$ cat config.mk
export PLATFORM = sky130hd
export DESIGN_NAME = register_file_mp
export DESIGN_NICKNAME = d
export VERILOG_FILES = /design/src/rtl/mj32_pkg.sv /design/src/rtl/rf_scoreboard.sv /design/src/rtl/register_file_mp.sv
export SDC_FILE = /design/constraint.sdc
export NUM_CORES = 2
export LEC_CHECK = 0
export CAP_MARGIN = 40
export CELL_PAD_IN_SITES_DETAIL_PLACEMENT = 0
export CELL_PAD_IN_SITES_GLOBAL_PLACEMENT = 1
export CORE_ASPECT_RATIO = 2
export CORE_UTILIZATION = 25
export DETAILED_ROUTE_END_ITERATION = 8
export PLACE_DENSITY_LB_ADDON = 0.1
export SETUP_SLACK_MARGIN = 0.3
export SLEW_MARGIN = 10
export SYNTH_ARGS = -nofsm -noshare
export SYNTH_HDL_FRONTEND = slang
export SYNTH_SLANG_ARGS = --single-unit
$ cat constraint.sdc
create_clock -name C -period 4.3 [get_ports C]
set_input_delay 0.43 -clock C [delete_from_list [all_inputs] [get_ports C]]
set_output_delay 0.43 -clock C [all_outputs]
set_load 0.1 [all_outputs]
$ cat src/rtl/mj32_pkg.sv
// Shared register-file constants for the mj32 core: default widths, index type, zero register.
package mj32_pkg;

   localparam int unsigned XLEN  = 32;
   localparam int unsigned NREGS = 32;

   typedef logic [$clog2(NREGS)-1:0] reg_idx_t;

   localparam reg_idx_t REG_ZERO = '0;

endpackage

$ cat src/rtl/rf_scoreboard.sv
// Pending-write scoreboard: one flag per register with flush > reserve > writeback-clear
// priority, plus a registered population count of the flags.
module rf_scoreboard #(
   parameter  int unsigned NREGS = mj32_pkg::NREGS,
   localparam int unsigned AW    = $clog2(NREGS)
) (
   input  logic             clk,
   input  logic             rst_n,
   input  logic             rsv,
   input  logic [AW-1:0]    rd,
   input  logic             wr_en,
   input  logic [AW-1:0]    rw,
   input  logic             flush,
   output logic [NREGS-1:0] pending,
   output logic [AW:0]      nbusy
);
   import mj32_pkg::*;

   logic [NREGS-1:0] pend_nxt;
   logic [AW:0]      cnt_nxt;

   // Later assignments win: a same-cycle reservation beats the writeback clear,
   // and flush beats both.
   always_comb begin
      pend_nxt = pending;
      if (wr_en) begin
         pend_nxt[rw] = 1'b0;
      end
      if (rsv && (rd != AW'(REG_ZERO))) begin
         pend_nxt[rd] = 1'b1;
      end
      if (flush) begin
         pend_nxt = '0;
      end
      pend_nxt[0] = 1'b0;
   end

   always_comb begin
      cnt_nxt = '0;
      for (int unsigned i = 0; i < NREGS; i++) begin
         cnt_nxt = cnt_nxt + (AW+1)'(pend_nxt[i]);
      end
   end

   always_ff @(posedge clk or negedge rst_n) begin
      if (!rst_n) begin
         pending <= '0;
         nbusy   <= '0;
      end else begin
         pending <= pend_nxt;
         nbusy   <= cnt_nxt;
      end
   end

endmodule

$ cat src/rtl/register_file_mp.sv
// Multi-read-port register file with x0 hardwired to zero and a pending-write scoreboard.
// Define RF_BYPASS_EN to forward same-cycle writeback data to matching read ports.
module register_file_mp #(
   parameter  int unsigned XLEN  = mj32_pkg::XLEN,
   parameter  int unsigned NREGS = mj32_pkg::NREGS,
   parameter  int unsigned NRD   = 2,
   localparam int unsigned AW    = $clog2(NREGS)
) (
   input  logic                C,
   input  logic                Rst_n,
   input  logic [XLEN-1:0]     Din,
   input  logic                we,
   input  logic [AW-1:0]       Rw,
   input  logic [NRD*AW-1:0]   Ra,
   output logic [NRD*XLEN-1:0] Da,
   output logic [NRD-1:0]      Busy,
   input  logic                rsv,
   input  logic [AW-1:0]       Rd,
   input  logic                flush,
   output logic [AW:0]         nbusy
);
   import mj32_pkg::*;

   logic [XLEN-1:0]  regs [NREGS];
   logic [NREGS-1:0] pending;
   logic             wr_en;
   logic [AW-1:0]    idx;

   assign wr_en = we && (Rw != AW'(REG_ZERO));

   // Entry 0 is cleared by reset and never written, so it always reads zero.
   always_ff @(posedge C or negedge Rst_n) begin
      if (!Rst_n) begin
         for (int unsigned i = 0; i < NREGS; i++) begin
            regs[i] <= '0;
         end
      end else if (wr_en) begin
         regs[Rw] <= Din;
      end
   end

   rf_scoreboard #(
      .NREGS (NREGS)
   ) u_scoreboard (
      .clk     (C),
      .rst_n   (Rst_n),
      .rsv     (rsv),
      .rd      (Rd),
      .wr_en   (wr_en),
      .rw      (Rw),
      .flush   (flush),
      .pending (pending),
      .nbusy   (nbusy)
   );

   always_comb begin
      Da   = '0;
      Busy = '0;
      idx  = '0;
      for (int unsigned k = 0; k < NRD; k++) begin
         idx                 = Ra[k*AW +: AW];
         Da[k*XLEN +: XLEN]  = regs[idx];
         Busy[k]             = pending[idx];
`ifdef RF_BYPASS_EN
         if (wr_en && (idx == Rw)) begin
            Da[k*XLEN +: XLEN] = Din;
            Busy[k]            = 1'b0;
         end
`endif
      end
   end

endmodule
==> metrics.txt <==
outcome=finished, violations left; failing checks=setup timing; pins over their slew limit=0; layout cells sized above 1=58.4%; power per cell area=453 nW/um^2; IO Port Bufs=128; total length of routed wires=227000 um; CTS clk-pin slew, worst paths=70 ps; die width=336 um; Rel. slew slack=43.6%; Avg WL per Cell=33.2 um; CTS Buf Count=110; row count=244; Critical Path Start Type=input pin; DR vias=35100; first-pass GRT wire length=321000 um; Ports=129; Congestion Overflow GR=0; CTS sink count=1061; top post-synthesis cells by area=dfrtp_1 (48%), mux4_2 (21%), mux2_2 (20%); Yosys top cell area share=47.6%; FF+latch count, synth=1061; Die Ht=670 um; H-tree depth=3; Routability Congestion=0.771; warnings from Yosys=0; crit end category=register; Leakage=28.5 nW; MaxCap Viol Count=0; Final #Nets=3887; post-route ant nets=0; First-pass DRT Iterations=5; Hold Crit Class=in -> async; final hold vios=0; initial drt markers=1920; final setup fails=5; Crit Path Max Fanout=3; vias in the first global route=39300; post-synthesis sequential area ratio=47.6%; leading area contributor after synthesis=dfrtp_1; Fill cells=21800; Starting Density=25.2%; Tot GR Track Use=20.3%; Placed Cells=6625; setup ws final=-572 ps; Mean Syn Cell Area=15.4 um^2; Max clock buf depth=3; area grow syn2layout=21.7%; worst path arrival time=5480 ps; Slew @ Worst Pin=846 ps; Reg-to-Reg Start=u_scoreboard.pending[2]; vias per cell=5.13; largest net degree at the start of global routing=116; CP required=4910 ps; pre-CTS setup slack=-1790 ps; flop-to-flop setup slack=-560 ps; CTS tree=done; post-synth cell types=46; Main synth FF type=dfrtp_1; synthesized area=55800 um^2; clk_lat worst skew=730 ps; RSZ-0062 raised after global routing=yes; syn_nets=3698; maximum vdd drop=329 uV; min cycle time layout=4870 ps; Core Region=221000 um^2; Final period util=113%; Clock Skew=9.35 ps; dpl hpwl=145000 um; post-route insts no fill=6847; fraction of registers with async set/reset=100%; EDFF count, synth=0; Fmax achieved=0.205 GHz; CP Class=in -> reg; Post-Route Utilization=30.6%; full die area=225000 um^2; clock root cell=clkbuf_16; Post-route DRC=0; cell count after synthesis=3609; antenna violations before repair=8; CP Launch Point=Rw[1]
cell usage after synthesis, types with 28 or more instances:
cell type / instances
buf_4: 76
o22ai_1: 259
buf_6: 31
mux4_2: 520
buf_2: 96
a21oi_1: 28
nor4_1: 64
dfrtp_1: 1061
mux2_2: 992
clkbuf_1: 206
nand2_1: 46
inv_1: 36
sequential cells by signal, indices dropped and copies added, names as in the netlist:
| name | flops |
|---|---|
| u_scoreboard.pending | 31 |
| u_scoreboard.nbusy | 6 |
| regs | 1024 |
logic make-up (layout without fill, tap and decap cells):
logic type,count (synthesis),in the layout,synth area share (%)
simple gates,204,204,2.07
xor+xnor,3,3,0.0471
fa+ha+maj,32,32,1.03
other cells,0,3,0
buf+inv,445,728,4.14
compound gates,338,338,3.78
mux,1526,1526,41.3
flops,1061,1061,47.6
layer usage:
| metal | global-route usage, % | part of all wire (%) | up-vias |
|---|---|---|---|
| met5 | 0 | 0.016 | - |
| met1 | 24.1 | 39 | 19600 |
| met2 | 37.7 | 54 | 738 |
| met3 | 2.26 | 3.0 | 292 |
| li1 | - | - | 14400 |
| met4 | 6.42 | 3.2 | 6 |
path summary, 6_finish.rpt:
check / endpoint / cells after the start
min in group C: u_scoreboard.pending[25] / 3
max in group asynchronous: regs[884] / 4
min reg2reg: regs[1023] / 0
max reg2reg: u_scoreboard.nbusy[2] / 17
max: u_scoreboard.nbusy[2] / 20
min: u_scoreboard.pending[29] / 2
power breakdown:
group | total, mW | leakage, nW | internal [mW] | switching, mW
sequential | 13.3 | 13.6 | 11.8 | 1.48
clock | 10.5 | 1.91 | 6.04 | 4.49
combinational | 6.92 | 12.9 | 3.88 | 3.04
cell type report:
class                           count  area, um^2  area share [%]
Multi-Input combinational cell   2103       27700            40.9
Sequential cell                  1061       26600            39.1
Timing Repair Buffer              486        5880            8.67
Tap cell                         2952        3690            5.45
Clock buffer                      163        3270            4.83
Clock inverter                     43         569           0.839
Inverter                           36         135           0.199
Antenna cell                        3        7.51          0.0111
critical path, cell delays in order:
cell,delay (ps)
dlygate4sd2_1,260
and3b_2,330
nand2_4,80
a22oi_2,160
nor2_2,60
ha_1,300
inv_2,40
fa_1,510
fa_2,450
fa_2,550
fa_1,430
fa_1,520
fa_1,430
inv_2,80
ha_4,130
inv_2,40
fa_2,330
buf_4,140
buf_6,100
xnor2_1,110
layout by cell type (no fill, tap or decap), types with 11 or more instances in the layout:
cell,count
nor2_4,17
buf_8,27
a21oi_1,24
clkbuf_8,28
bufinv_16,13
nand2_4,19
o22ai_1,259
mux4_2,520
nand3b_1,11
clkbuf_1,23
o21ai_0,12
nor4_2,64
clkbuf_16,112
a21o_1,20
fa_1,19
buf_4,248
dfrtp_1,1061
clkinv_2,24
buf_12,144
inv_1,30
nand2_1,38
mux2_2,992
clkdlybuf4s50_1,44
metrics by stage:
stage / total power [mW] / cell area [um^2] / setup TNS [ps] / hold WS [ps]
2_1_floorplan: 17.8 / 56200 / -4600 / 134
3_3_place_gp: 20.4 / 63300 / -9590 / 384
3_5_place_dp: 20.5 / 63800 / -9660 / 384
4_1_cts: 31.3 / 67700 / -3470 / 160
5_1_grt: 32.1 / 67800 / -3250 / 229
6_report: 30.7 / 67800 / -2630 / 245
timing repair:
item                                    in CTS  in global routing
hold buffers                                 1                  0
buffers inserted                             9                  3
endpoints found under the setup margin       6                  6
endpoints found under the hold margin       44                  0
resized for setup                           37                 24
pin swaps                                   17                 23
(Power assumes the default switching activity.)
